**src/rtl/uart_cmd_deframer_pkg.sv**
```systemverilog
// Shared types and constants for the UART command deframer: FSM state
// encoding, error cause codes and default frame parameters.
package uart_pkg;

    typedef enum logic [2:0] {
        ST_IDLE    = 3'd0,
        ST_GET_A   = 3'd1,
        ST_GET_B   = 3'd2,
        ST_GET_OP  = 3'd3,
        ST_GET_CHK = 3'd4,
        ST_HOLD    = 3'd5
    } state_t;

    localparam logic [1:0] ERR_NONE    = 2'd0;
    localparam logic [1:0] ERR_CHK     = 2'd1;
    localparam logic [1:0] ERR_TIMEOUT = 2'd2;
    localparam logic [1:0] ERR_OVERRUN = 2'd3;

    localparam logic [7:0] DEF_HEADER       = 8'hAA;
    localparam int         DEF_TIMEOUT_CLKS = 17360;

    // The FSM raises at most one strobe per cycle; the priority only matters
    // if that ever changes.
    function automatic logic [1:0] err_encode(input logic chk, input logic tmo,
                                              input logic ovr);
        logic [1:0] code;
        code = ERR_NONE;
        if (ovr)      code = ERR_OVERRUN;
        else if (tmo) code = ERR_TIMEOUT;
        else if (chk) code = ERR_CHK;
        return code;
    endfunction

endpackage

```
**src/rtl/uart_cmd_deframer_fsm.sv**
```systemverilog
// Frame sequencing FSM: holds the state register and decodes the per-cycle
// datapath controls and error strobes; the state is exported for observation.
module uart_cmd_deframer_fsm
    import uart_pkg::*;
(
    input  logic   clk,
    input  logic   rst,
    input  logic   rx_valid,
    input  logic   hdr_match,
    input  logic   chk_ok,
    input  logic   cnt_expired,
    input  logic   cmd_ready,
    output state_t state,
    output state_t state_next,
    output logic   load_a,
    output logic   load_b,
    output logic   load_op,
    output logic   acc_clr,
    output logic   acc_load,
    output logic   cnt_clr,
    output logic   set_valid,
    output logic   clr_valid,
    output logic   err_chk,
    output logic   err_tmo,
    output logic   err_ovr
);

    always_comb begin
        state_next = state;
        load_a     = 1'b0;
        load_b     = 1'b0;
        load_op    = 1'b0;
        acc_clr    = 1'b0;
        acc_load   = 1'b0;
        cnt_clr    = 1'b0;
        set_valid  = 1'b0;
        clr_valid  = 1'b0;
        err_chk    = 1'b0;
        err_tmo    = 1'b0;
        err_ovr    = 1'b0;
        case (state)
            ST_IDLE: begin
                // Non-header bytes fall through silently.
                if (rx_valid && hdr_match) begin
                    acc_clr    = 1'b1;
                    cnt_clr    = 1'b1;
                    state_next = ST_GET_A;
                end
            end
            ST_GET_A: begin
                if (rx_valid) begin
                    load_a     = 1'b1;
                    acc_load   = 1'b1;
                    cnt_clr    = 1'b1;
                    state_next = ST_GET_B;
                end else if (cnt_expired) begin
                    err_tmo    = 1'b1;
                    cnt_clr    = 1'b1;
                    state_next = ST_IDLE;
                end
            end
            ST_GET_B: begin
                if (rx_valid) begin
                    load_b     = 1'b1;
                    acc_load   = 1'b1;
                    cnt_clr    = 1'b1;
                    state_next = ST_GET_OP;
                end else if (cnt_expired) begin
                    err_tmo    = 1'b1;
                    cnt_clr    = 1'b1;
                    state_next = ST_IDLE;
                end
            end
            ST_GET_OP: begin
                if (rx_valid) begin
                    load_op    = 1'b1;
                    acc_load   = 1'b1;
                    cnt_clr    = 1'b1;
                    state_next = ST_GET_CHK;
                end else if (cnt_expired) begin
                    err_tmo    = 1'b1;
                    cnt_clr    = 1'b1;
                    state_next = ST_IDLE;
                end
            end
            ST_GET_CHK: begin
                if (rx_valid) begin
                    cnt_clr = 1'b1;
                    if (chk_ok) begin
                        set_valid  = 1'b1;
                        state_next = ST_HOLD;
                    end else begin
                        err_chk    = 1'b1;
                        state_next = ST_IDLE;
                    end
                end else if (cnt_expired) begin
                    err_tmo    = 1'b1;
                    cnt_clr    = 1'b1;
                    state_next = ST_IDLE;
                end
            end
            ST_HOLD: begin
                // A byte arriving here is lost, even on the transfer cycle.
                if (rx_valid) err_ovr = 1'b1;
                if (cmd_ready) begin
                    clr_valid  = 1'b1;
                    state_next = ST_IDLE;
                end
            end
            default: state_next = ST_IDLE;
        endcase
    end

    always_ff @(posedge clk or posedge rst) begin
        if (rst) state <= ST_IDLE;
        else     state <= state_next;
    end

endmodule

```
**src/rtl/uart_cmd_deframer.sv**
```systemverilog
// Assembles 5-byte UART command frames (header, A, B, opcode, checksum) and
// hands validated commands to the ALU; reports checksum, timeout and overrun.
module uart_cmd_deframer
    import uart_pkg::*;
#(
    parameter int         DATA_W       = 8,
    parameter int         OP_W         = 4,
    parameter logic [7:0] HEADER       = DEF_HEADER,
    parameter int         TIMEOUT_CLKS = DEF_TIMEOUT_CLKS
) (
    input  logic              clk,
    input  logic              rst,
    input  logic [7:0]        rx_data,
    input  logic              rx_valid,
    output logic [DATA_W-1:0] cmd_a,
    output logic [DATA_W-1:0] cmd_b,
    output logic [OP_W-1:0]   cmd_op,
    output logic              cmd_valid,
    input  logic              cmd_ready,
    output logic              frame_err,
    output logic [1:0]        err_code,
    output logic              busy
);

    // Handshake: cmd_valid rises one clock after an accepted checksum byte and
    // stays high with cmd_a/cmd_b/cmd_op frozen until a clock edge sees
    // cmd_valid && cmd_ready; cmd_ready while cmd_valid is low has no effect.

    localparam int CNT_W = (TIMEOUT_CLKS > 1) ? $clog2(TIMEOUT_CLKS) : 1;

    state_t           state;
    state_t           state_next;
    logic             load_a;
    logic             load_b;
    logic             load_op;
    logic             acc_clr;
    logic             acc_load;
    logic             cnt_clr;
    logic             set_valid;
    logic             clr_valid;
    logic             err_chk;
    logic             err_tmo;
    logic             err_ovr;

    logic [7:0]       acc;
    logic [7:0]       op_byte;
    logic [CNT_W-1:0] cnt;
    logic             cnt_run;
    logic             hdr_match;
    logic             chk_ok;
    logic             cnt_expired;

    assign hdr_match   = (rx_data == HEADER);
    // The opcode byte must also have its unused upper bits clear.
    assign chk_ok      = (rx_data == acc) && ((op_byte >> OP_W) == 8'd0);
    assign cnt_expired = (cnt == CNT_W'(TIMEOUT_CLKS - 1));
    assign cnt_run     = (state == ST_GET_A) || (state == ST_GET_B) ||
                         (state == ST_GET_OP) || (state == ST_GET_CHK);

    uart_cmd_deframer_fsm u_fsm (
        .clk        (clk),
        .rst        (rst),
        .rx_valid   (rx_valid),
        .hdr_match  (hdr_match),
        .chk_ok     (chk_ok),
        .cnt_expired(cnt_expired),
        .cmd_ready  (cmd_ready),
        .state      (state),
        .state_next (state_next),
        .load_a     (load_a),
        .load_b     (load_b),
        .load_op    (load_op),
        .acc_clr    (acc_clr),
        .acc_load   (acc_load),
        .cnt_clr    (cnt_clr),
        .set_valid  (set_valid),
        .clr_valid  (clr_valid),
        .err_chk    (err_chk),
        .err_tmo    (err_tmo),
        .err_ovr    (err_ovr)
    );

    // Inter-byte gap counter; parked at zero outside the byte-collecting states.
    always_ff @(posedge clk or posedge rst) begin
        if (rst)                   cnt <= '0;
        else if (cnt_clr || !cnt_run) cnt <= '0;
        else                       cnt <= cnt + 1'b1;
    end

    always_ff @(posedge clk or posedge rst) begin
        if (rst) begin
            acc     <= 8'd0;
            cmd_a   <= '0;
            cmd_b   <= '0;
            op_byte <= 8'd0;
        end else begin
            if (acc_clr)       acc <= HEADER;
            else if (acc_load) acc <= acc ^ rx_data;
            if (load_a)  cmd_a   <= rx_data[DATA_W-1:0];
            if (load_b)  cmd_b   <= rx_data[DATA_W-1:0];
            if (load_op) op_byte <= rx_data;
        end
    end

    assign cmd_op = op_byte[OP_W-1:0];

    always_ff @(posedge clk or posedge rst) begin
        if (rst) begin
            cmd_valid <= 1'b0;
            frame_err <= 1'b0;
            err_code  <= ERR_NONE;
            busy      <= 1'b0;
        end else begin
            if (set_valid)      cmd_valid <= 1'b1;
            else if (clr_valid) cmd_valid <= 1'b0;
            frame_err <= err_chk | err_tmo | err_ovr;
            err_code  <= err_encode(err_chk, err_tmo, err_ovr);
            busy      <= (state_next != ST_IDLE);
        end
    end

endmodule

```
**config.mk**
```make
export PLATFORM = sky130hd
export DESIGN_NAME = uart_cmd_deframer
export DESIGN_NICKNAME = d
export VERILOG_FILES = /design/src/rtl/uart_cmd_deframer_pkg.sv /design/src/rtl/uart_cmd_deframer_fsm.sv /design/src/rtl/uart_cmd_deframer.sv
export SDC_FILE = /design/constraint.sdc
export NUM_CORES = 1
export LEC_CHECK = 0
export ABC_AREA = 1
export BUFFER_PORTS_ARGS = -buffer_cell sky130_fd_sc_hd__clkbuf_2
export CORE_MARGIN = 1.5
export CORE_UTILIZATION = 61
export DETAILED_ROUTE_END_ITERATION = 6
export PLACE_DENSITY = 0.84
export SYNTH_ARGS = -nofsm -noshare
export SYNTH_HDL_FRONTEND = slang
export SYNTH_SLANG_ARGS = --single-unit
export TNS_END_PERCENT = 30
```
**constraint.sdc**
```tcl
create_clock -name clk -period 3.77 [get_ports clk]
set_input_delay 0.5655 -clock clk [delete_from_list [all_inputs] [get_ports clk]]
set_output_delay 0.5655 -clock clk [all_outputs]
set_load 0.02 [all_outputs]
```
# After elaboration in Yosys (flattened, before gate mapping)

Index checks and enable logic that the tools add are counted.

Memory bits (writable): 0
Memory bits (read-only): 0
Bits of input ports: 12
Memories kept: 0
Register bits: 55
Logic and storage cells: 74
Output and inout port bits: 25
Bits in latches: 0

Equality and inequality tests: 8
Reduce and logical (&&, ||, !) cells: 14
$add $sub $neg: 1
$mul: 0
Order comparisons: 0
Div/mod/pow operators: 0
Shift operators: 0
Muxes and demuxes: 38
Bitwise operators: 3

Operators by type and width:

| cell                  | count |
|---|---|
| $mux 3                | 8 |
| $mux 1                | 23 |
| $pmux 3 s6            | 1 |
| $mux 8                | 2 |
| $add 15x1->15 const B | 1 |
| $eq 15x15->1 const B  | 1 |
| $mux 15               | 1 |
| $eq 8x8->1            | 1 |
| $eq 8x8->1 const B    | 1 |
| $logic_not 8->1       | 1 |
| $xor 8x8->8           | 1 |
| $eq 3x2->1 const B    | 2 |
| $eq 3x3->1 const B    | 2 |
| $logic_or 1x1->1      | 4 |
| $mux 2                | 2 |
| $reduce_bool 2->1     | 2 |
| $reduce_or 4->1       | 1 |
| $eq 3x1->1 const B    | 1 |
| $logic_not 3->1       | 1 |
| $reduce_bool 3->1     | 1 |
| $reduce_or 3->1       | 1 |
| $logic_and 1x1->1     | 2 |
| $or 1x1->1            | 2 |
| $pmux 1 s2            | 1 |
| $logic_not 1->1       | 1 |

# Logic depth before layout (Yosys ltp)

Gate-level depths: netlist of the first run.

Word-level depth: 8
Gate-level depth with buffers: 12
Depth with buffers taken out: 12

# By module

Synthesis of the first run repeated with hierarchy kept, for this count alone.

Cell total of the unflattened synthesis: 314
Area, all modules: 2,722.6 sq um

By module, submodules not included:

| module                | area an instance (sq um) | cells an instance | times used | sequential area each (sq um) |
|---|---|---|---|---|
| uart_cmd_deframer     | 2,404.8                  | 260               | 1          | 1,301.2 |
| uart_cmd_deframer_fsm | 317.8                    | 54                | 1          | 75.1 |

# Worst setup path after synthesis of the first run

No wires, ideal clock.

Path type: reg2reg
From: register cnt[0]
To: register cnt[12]
Data required time: 3,684 ps
Period minus slack after synthesis: 1,431 ps
Setup time: 86 ps
Slack: 2,339 ps
Data arrival time: 1,345 ps
Stages on the path, launching flop included: 12
Buffers on the path: 0
Path through: dfrtp_1 -> ha_1 -> nand2_1 -> inv_2 -> nand3_2 -> nor2_4 -> nand2_2 -> nor2_2 -> nand2_2 -> o21ai_2 -> inv_1 -> nor3_1

Word-level cells in the longest chain between the ends: 6
Elaborated cells on any way between the ends: 7
Classes of those cells: 1 x add/sub; 1 x eq/ne; 4 x mux; 1 x reduce/logical

Ends and longest elaborated chain:

| what                     | line                        | text |
|---|---|---|
| start: declaration       | uart_cmd_deframer.sv:47     | `logic [CNT_W-1:0] cnt;` |
| start signal: assignment | uart_cmd_deframer.sv:87     | `else cnt <= cnt + 1'b1;` |
| $eq 15x15->1             | uart_cmd_deframer.sv:56     | `assign cnt_expired = (cnt == CNT_W'(TIMEOUT_CLKS - 1));` |
| $mux 1                   | --                          |  |
| $mux 1                   | uart_cmd_deframer_fsm.sv:63 | `if (rx_valid) begin` |
| $pmux 1 s2               | uart_cmd_deframer_fsm.sv:41 | `case (state)` |
| $logic_or 1x1->1         | uart_cmd_deframer.sv:86     | `else if (cnt_clr \|\| !cnt_run) cnt <= '0;` |
| $mux 15 (*)              | uart_cmd_deframer.sv:86     |  |

Mark *: on every way between the ends. The rest lies on a longest branch, timed or not.
A chain may end at the register's enable or synchronous reset.

# Worst setup path after layout of the first run

From: register u_fsm.state[1]
To: register acc[6]

Word-level cells in the longest chain between the ends: 4
Elaborated cells on any way between the ends: 9
Classes of those cells: 3 x eq/ne; 3 x mux; 3 x reduce/logical

Ends and longest elaborated chain:

| what                                     | line                         | text |
|---|---|---|
| start: declaration                       | uart_cmd_deframer_fsm.sv:13  | `output state_t state,` |
| start signal: assignment                 | uart_cmd_deframer_fsm.sv:116 | `else state <= state_next;` |
| $eq 3x1->1 or $eq 3x2->1 (tied branches) | uart_cmd_deframer_fsm.sv:41  |  |
| $reduce_or 3->1 (no line)                | --                           |  |
| $mux 1                                   | --                           |  |
| $reduce_bool 2->1 (no line)              | --                           |  |
| end signal: assignment                   | uart_cmd_deframer.sv:98      | `else if (acc_load) acc <= acc ^ rx_data;` |
| end: declaration                         | uart_cmd_deframer.sv:45      | `logic [7:0] acc;` |

Parallel ways exist; a longest one is shown, timed or not.

==> out/results.txt, run 1 <==
Post-synthesis sequential area ratio = 0.522
CTS max path bufs = 2
Power Dens Cells = 539 nW/um2
Setup tns final = 0 ns
Top cells by area, synth = dfrtp_1 52%, nand2_1 11%, o21ai_0 5.5%, inv_1 5.4%, nor2_1 4.3%
Clock Latency Late Sink = 0.31 ns
Antenna Nets Post-Route = 0
Top cell type's share of synthesized area = 0.522
DR vias = 2076
Clock Pin Slew Worst Setup and Hold Paths = 0.10 ns
Max-Slew Margin vs Limit = 0.279
R2r endpoint = acc[6]
Clock Tree Root = clkbuf_8
CP Launch Point = u_fsm.state[1]
CP endpoint kind = register
Least-Margin Pin Slew = 1.08 ns
Hold_sp = cnt[0]
Setup violations, final = 0
Cell mode on critical path = inv_1
Number of antenna violations at the first check in global routing = 0
Crit path buffers/inverters = 2
Startpoint types = register
Post-Syn Area = 2640 um2
Via/cell ratio = 5.24
Post-route setup slack = 2.11 ns
Post-synthesis cell type count = 33
WL/cell = 12.8 um
Die ar. = 4720 um2
Number of synthesized flops with an enable pin = 0
FMAX = 602 MHz
Final min period = 1.66 ns
Warnings from Yosys = 0
Vias in the first global route = 1875
Pleak = 1.49 nW
Core Rows = 23
CTS Sinks = 55
CTS tree = yes
Final slew viol count = 0
Setup bufs post-CTS = 0
Layout cells sized above 1 = 0.197
Critical path required time = 4.02 ns
Largest net degree at the start of global routing = 56
Final-report hold violation count = 0
Skew final = 0.0105 ns
Initial drt markers = 165
Die Y-Extent = 68.7 um
Final core utilization = 0.712
Critical path class = register to register
Total track usage = 0.247
CP max-delay cell = dfrtp_1
Crit path max fanout = 11
Starting Density = 0.645
Mapped Cells = 313
Area grow syn2layout = 10.4%
Synthesized area per cell = 8.42 um2
Synth Flop Type = dfrtp_1
Multi-input gate area = 1040 um2
IO buf count = 36
Biggest area consumer among synthesized cells = dfrtp_1
FF+latch count, synth = 55
First-pass GRT wire length = 8580 um
Total gr overflow = 0
# DRC = 0
RSZ-0062 raised after global routing = false
Post-CTS Resized = 0
Cells after DPL = 388
I/O pins = 37
Hold Path Sink = cnt[0]
Non-filler cells, final = 396
H-tree Lvls = 2
Total Wirelength = 5080 um
Iteration count of the initial detailed-routing pass = 4
FILL cells = 310
Hold path depth = 1
FF-to-FF Start = u_fsm.state[1]
Max-cap viol count = 0
Status = complete, no violations
RD Place Congestion = 0.909
Post-cts hold buffer count = 0
HPWL Detailed = 3780 um
FF-to-FF setup slack = 2.11 ns
Reg2Reg Depth = 7
ANT cells = 0
Hold_ws = 0.478 ns
CTS buffer count = 5
CP arrival = 1.91 ns
Synth async-reset ratio = 1.00
FF/Latch Area = 1380 um2
Crit-path max cell delay = 0.45 ns
Core outline area = 4090 um2
Hold crit path type = register to register
CP cell instances = nor2_2 > nor2_1 > nand2_1 > inv_1 > a31oi_1 > a22oi_1 > inv_1
Peak supply drop = 323 uV
Syn_nets = 326
Setup WS pre-CTS = 1.93 ns
Worst path top cell family by delay = simple AND/OR/NAND/NOR gates
Die width = 68.7 um
Fin nets = 358
Period utilization = 0.441
==> report_power, final <==
part	total [W]	switching [W]	internal [W]	leakage, nW
logic	0.000419	0.000271	0.000148	0.706
registers	0.000806	0.0000842	0.000722	0.736
clock network	0.000341	0.000191	0.000150	0.0474
total	0.00157	0.000546	0.00102	1.49
==> state kept, by name, summed over array words and instances (netlist names) <==
| name | cells |
|---|---|
| cnt | 15 |
| u_fsm.state | 3 |
| err_code | 2 |
| cmd_b | 8 |
| cmd_a | 8 |
| busy | 1 |
| frame_err | 1 |
| cmd_valid | 1 |
| op_byte | 8 |
| acc | 8 |
==> synth_stat cells, drive strengths merged, types with 4 or more instances <==
| master | n |
|---|---|
| clkbuf | 4 |
| o21ai | 30 |
| nand2 | 83 |
| dfrtp | 55 |
| o211ai | 4 |
| nor3 | 9 |
| nand3 | 12 |
| inv | 41 |
| nand4 | 4 |
| nor2 | 38 |
| a21oi | 10 |
| buf | 7 |
==> worst max path at each step <==
stage	end	depth (start not counted)
after floorplan	acc[0]	1
after global placement	cnt[9]	7
after detailed placement	cnt[9]	7
after CTS	acc[6]	7
after global routing	acc[6]	7
final	acc[6]	7
==> area by class of cell <==
cell class              count  area share
repair buffers             36      0.0620
clock inverters             2     0.00559
flip-flops and latches     55       0.473
multi-input cells         206       0.356
clock buffers               6      0.0284
well taps                  50      0.0215
inverters                  41      0.0529
==> per-layer routing <==
layer / GRT usage / share of wire / up-vias
met5: 0 / 0 / -
met4: 0.0760 / 0.015 / 0
met3: 0.0584 / 0.048 / 7
met2: 0.394 / 0.47 / 48
met1: 0.337 / 0.47 / 964
li1: - / - / 1057
==> cell families after synthesis <==
logic type	count (synthesis)	synth area share
fa+ha+maj	1	0.00475
buf+inv	52	0.0845
xor+xnor	4	0.0133
compound gates	49	0.104
flops	55	0.522
simple gates	152	0.271
==> worst register-to-register path, delay by kind of cell (launching register included) <==
| family | cells | cell delay, ns |
|---|---|---|
| buffers and inverters | 2 | 0.21 |
| AOI/OAI and AO/OA | 2 | 0.43 |
| DFF | 1 | 0.45 |
| and+or+nand+nor | 3 | 0.53 |
==> cell usage in the layout (no fill, tap or decap), types with 4 or more instances in the layout <==
cell      netlist  layout
nor3_1          6       6
nor2_1         30      30
dfrtp_1        55      55
nand3_1        10      10
nand4_1         4       4
inv_2           3       4
nand2_2         4       4
nor2_2          4       4
o21ai_0        29      29
o211ai_1        4       4
a21oi_1        10      10
inv_1          38      37
nor2_4          4       4
clkbuf_2        0      36
nand2_1        79      79
clkbuf_8        0       6
==> through the flow <==
stage	instance area, um2	total power [W]
4_1_cts	2910	0.00158
6_report	2910	0.00157
3_3_place_gp	2810	0.00122
3_5_place_dp	2810	0.00124
2_1_floorplan	2640	0.00110
5_1_grt	2910	0.00167
(Power assumes the default switching activity.)
==> run 2, diff against run 1 <==
--- a/config.mk
+++ b/config.mk
@@ -8,9 +8,9 @@
 export ABC_AREA = 1
 export BUFFER_PORTS_ARGS = -buffer_cell sky130_fd_sc_hd__clkbuf_2
 export CORE_MARGIN = 1.5
-export CORE_UTILIZATION = 61
+export CORE_UTILIZATION = 51
 export DETAILED_ROUTE_END_ITERATION = 6
-export PLACE_DENSITY = 0.84
+export PLACE_DENSITY = 0.75
 export SYNTH_ARGS = -nofsm -noshare
 export SYNTH_HDL_FRONTEND = slang
 export SYNTH_SLANG_ARGS = --single-unit
==> constraint.sdc (replaced) <==
create_clock -name clk -period 1.4 [get_ports clk]
set_input_delay 0.21 -clock clk [delete_from_list [all_inputs] [get_ports clk]]
set_output_delay 0.21 -clock clk [all_outputs]
set_load 0.02 [all_outputs]
==> run 2 against run 1 <==
Against the previous run:
- the run now ends with negative setup slack left
- clock skew is 0.0049 ns lower
- die area is 19% higher
- global-route usage is 2.5 points lower
- largest power group unchanged
- flip-flop and latch count stayed put
- utilization is 2.6 points lower
- critical endpoint is now cnt[10]
- count of clock-buffer cells in the layout is 1 lower
- wire length is 13% higher
==> out/results.txt, run 2 (synthesis gave the netlist of run 1 again) <==
Hold crit path type = primary input to register
Layout cells sized above 1 = 0.311
FF/Latch Area = 1380 um2
Die ar. = 5610 um2
Area grow syn2layout = 26.2%
Final-report hold violation count = 0
IO buf count = 36
FF-to-FF Start = cnt[0]
Status = finished with violations
First-pass GRT wire length = 9450 um
Multi-input gate area = 1120 um2
Iteration count of the initial detailed-routing pass = 4
RD Place Congestion = 0.827
HPWL Detailed = 4040 um
Pleak = 1.70 nW
DR vias = 2241
Most common cell after layout, fill and taps aside = nand2_1
Final slew viol count = 0
Non-filler cells, final = 450
Startpoint types = register
CP Launch Point = cnt[0]
Largest net degree at the start of global routing = 56
Hold_sp = cmd_ready
Most frequent cells in the layout = 77 x nand2_1, 55 x dfrtp_1, 36 x inv_1, 36 x clkbuf_2, 33 x buf_4
CTS tree = yes
Starting Density = 0.543
Violated checks = negative setup slack
WL/cell = 12.7 um
Reg with most FFs = cnt
Setup violations, final = 17
Core outline area = 4850 um2
FILL cells = 383
ANT cells = 0
Die width = 74.9 um
Total track usage = 0.222
Period utilization = 1.09
CP endpoint kind = register
Final min period = 1.52 ns
I/O pins = 37
Skew final = 0.00558 ns
CTS Sinks = 55
Critical path required time = 1.63 ns
Post-route setup slack = -0.123 ns
Max reg flops = 15
Crit path max fanout = 8
Clock Pin Slew Worst Setup and Hold Paths = 0.09 ns
Antenna Nets Post-Route = 0
Vias in the first global route = 2172
Peak supply drop = 920 uV
Clock Tree Root = clkbuf_8
Max-cap viol count = 0
CP arrival = 1.76 ns
Die Y-Extent = 74.9 um
Max-Slew Margin vs Limit = 0.790
Fin nets = 395
Total Wirelength = 5720 um
Clock Latency Late Sink = 0.31 ns
Core Rows = 25
Power Dens Cells = 1320 nW/um2
Least-Margin Pin Slew = 0.313 ns
RSZ-0062 raised after global routing = true
H-tree Lvls = 2
# DRC = 0
Via/cell ratio = 4.98
CTS max path bufs = 2
Hold_ws = 0.206 ns
CTS buffer count = 5
Cells after DPL = 434
Critical path class = register to register
FMAX = 657 MHz
Total gr overflow = 0
Number of antenna violations at the first check in global routing = 0
Initial drt markers = 169
run 2: worst max-delay path, cell delays in order (launching register included):
cell	delay (ns)
dfrtp_1	0.40
ha_2	0.20
nand2_2	0.06
inv_2	0.06
nand2_2	0.07
nor2_2	0.04
nand2_2	0.11
buf_6	0.12
nand3_4	0.15
nor3b_2	0.22
run 2: final timing paths:
check                                   to  slack [ns]  cells after the start
worst min-delay path             cmd_valid        0.21                      4
min in group asynchronous       op_byte[1]        0.49                      4
worst max register to register     cnt[10]       -0.12                      9
worst max-delay path               cnt[10]       -0.12                      9
max in group asynchronous           acc[5]        0.65                      4
worst min register to register  op_byte[0]        0.49                      2
run 2: metal layers:
layer  vias to the layer above  track usage  part of all wire
met1                      1067        0.291              0.47
met3                         6       0.0402             0.025
met5                         -            0                 0
met4                         0       0.0687             0.012
met2                        35        0.377              0.49
li1                       1133            -                 -
run 2: power breakdown:
group | internal [W] | switching, W
combinational | 0.000425 | 0.000728
clock | 0.000533 | 0.000528
sequential | 0.00194 | 0.000221
total | 0.00290 | 0.00148
run 2: area by class of cell:
cell class,count,share of cell area
sequential,55,0.414
tap,67,0.0252
inverter,41,0.0474
clock inverter,3,0.0132
multi-input combinational,207,0.338
clock buffer,5,0.0207
timing repair buffer,72,0.141
run 2: stage by stage:
stage               total power, W  worst slack, ns  utilization  instance area (um2)  TNS [ns]
finish                     0.00438           -0.123        0.686                 3320     -1.08
global route               0.00463           -0.249        0.686                 3320     -3.04
CTS                        0.00442           -0.119        0.670                 3250     -1.17
detailed placement         0.00336           -0.127        0.632                 3060    -0.868
global placement           0.00331          -0.0321        0.632                 3060    -0.156
floorplan                  0.00296          -0.0308            -                 2640   -0.0308
run 2: what timing repair did:
| item | 4_1_cts | 5_1_grt |
|---|---|---|
| hold endpoints to repair | 55 | 0 |
| pin swaps | 8 | 11 |
| gates cloned | 1 | 0 |
| endpoints found under the setup margin | 19 | 25 |
| setup buffers | 4 | 2 |
| resized for setup | 9 | 12 |
| hold buffers | 1 | 0 |
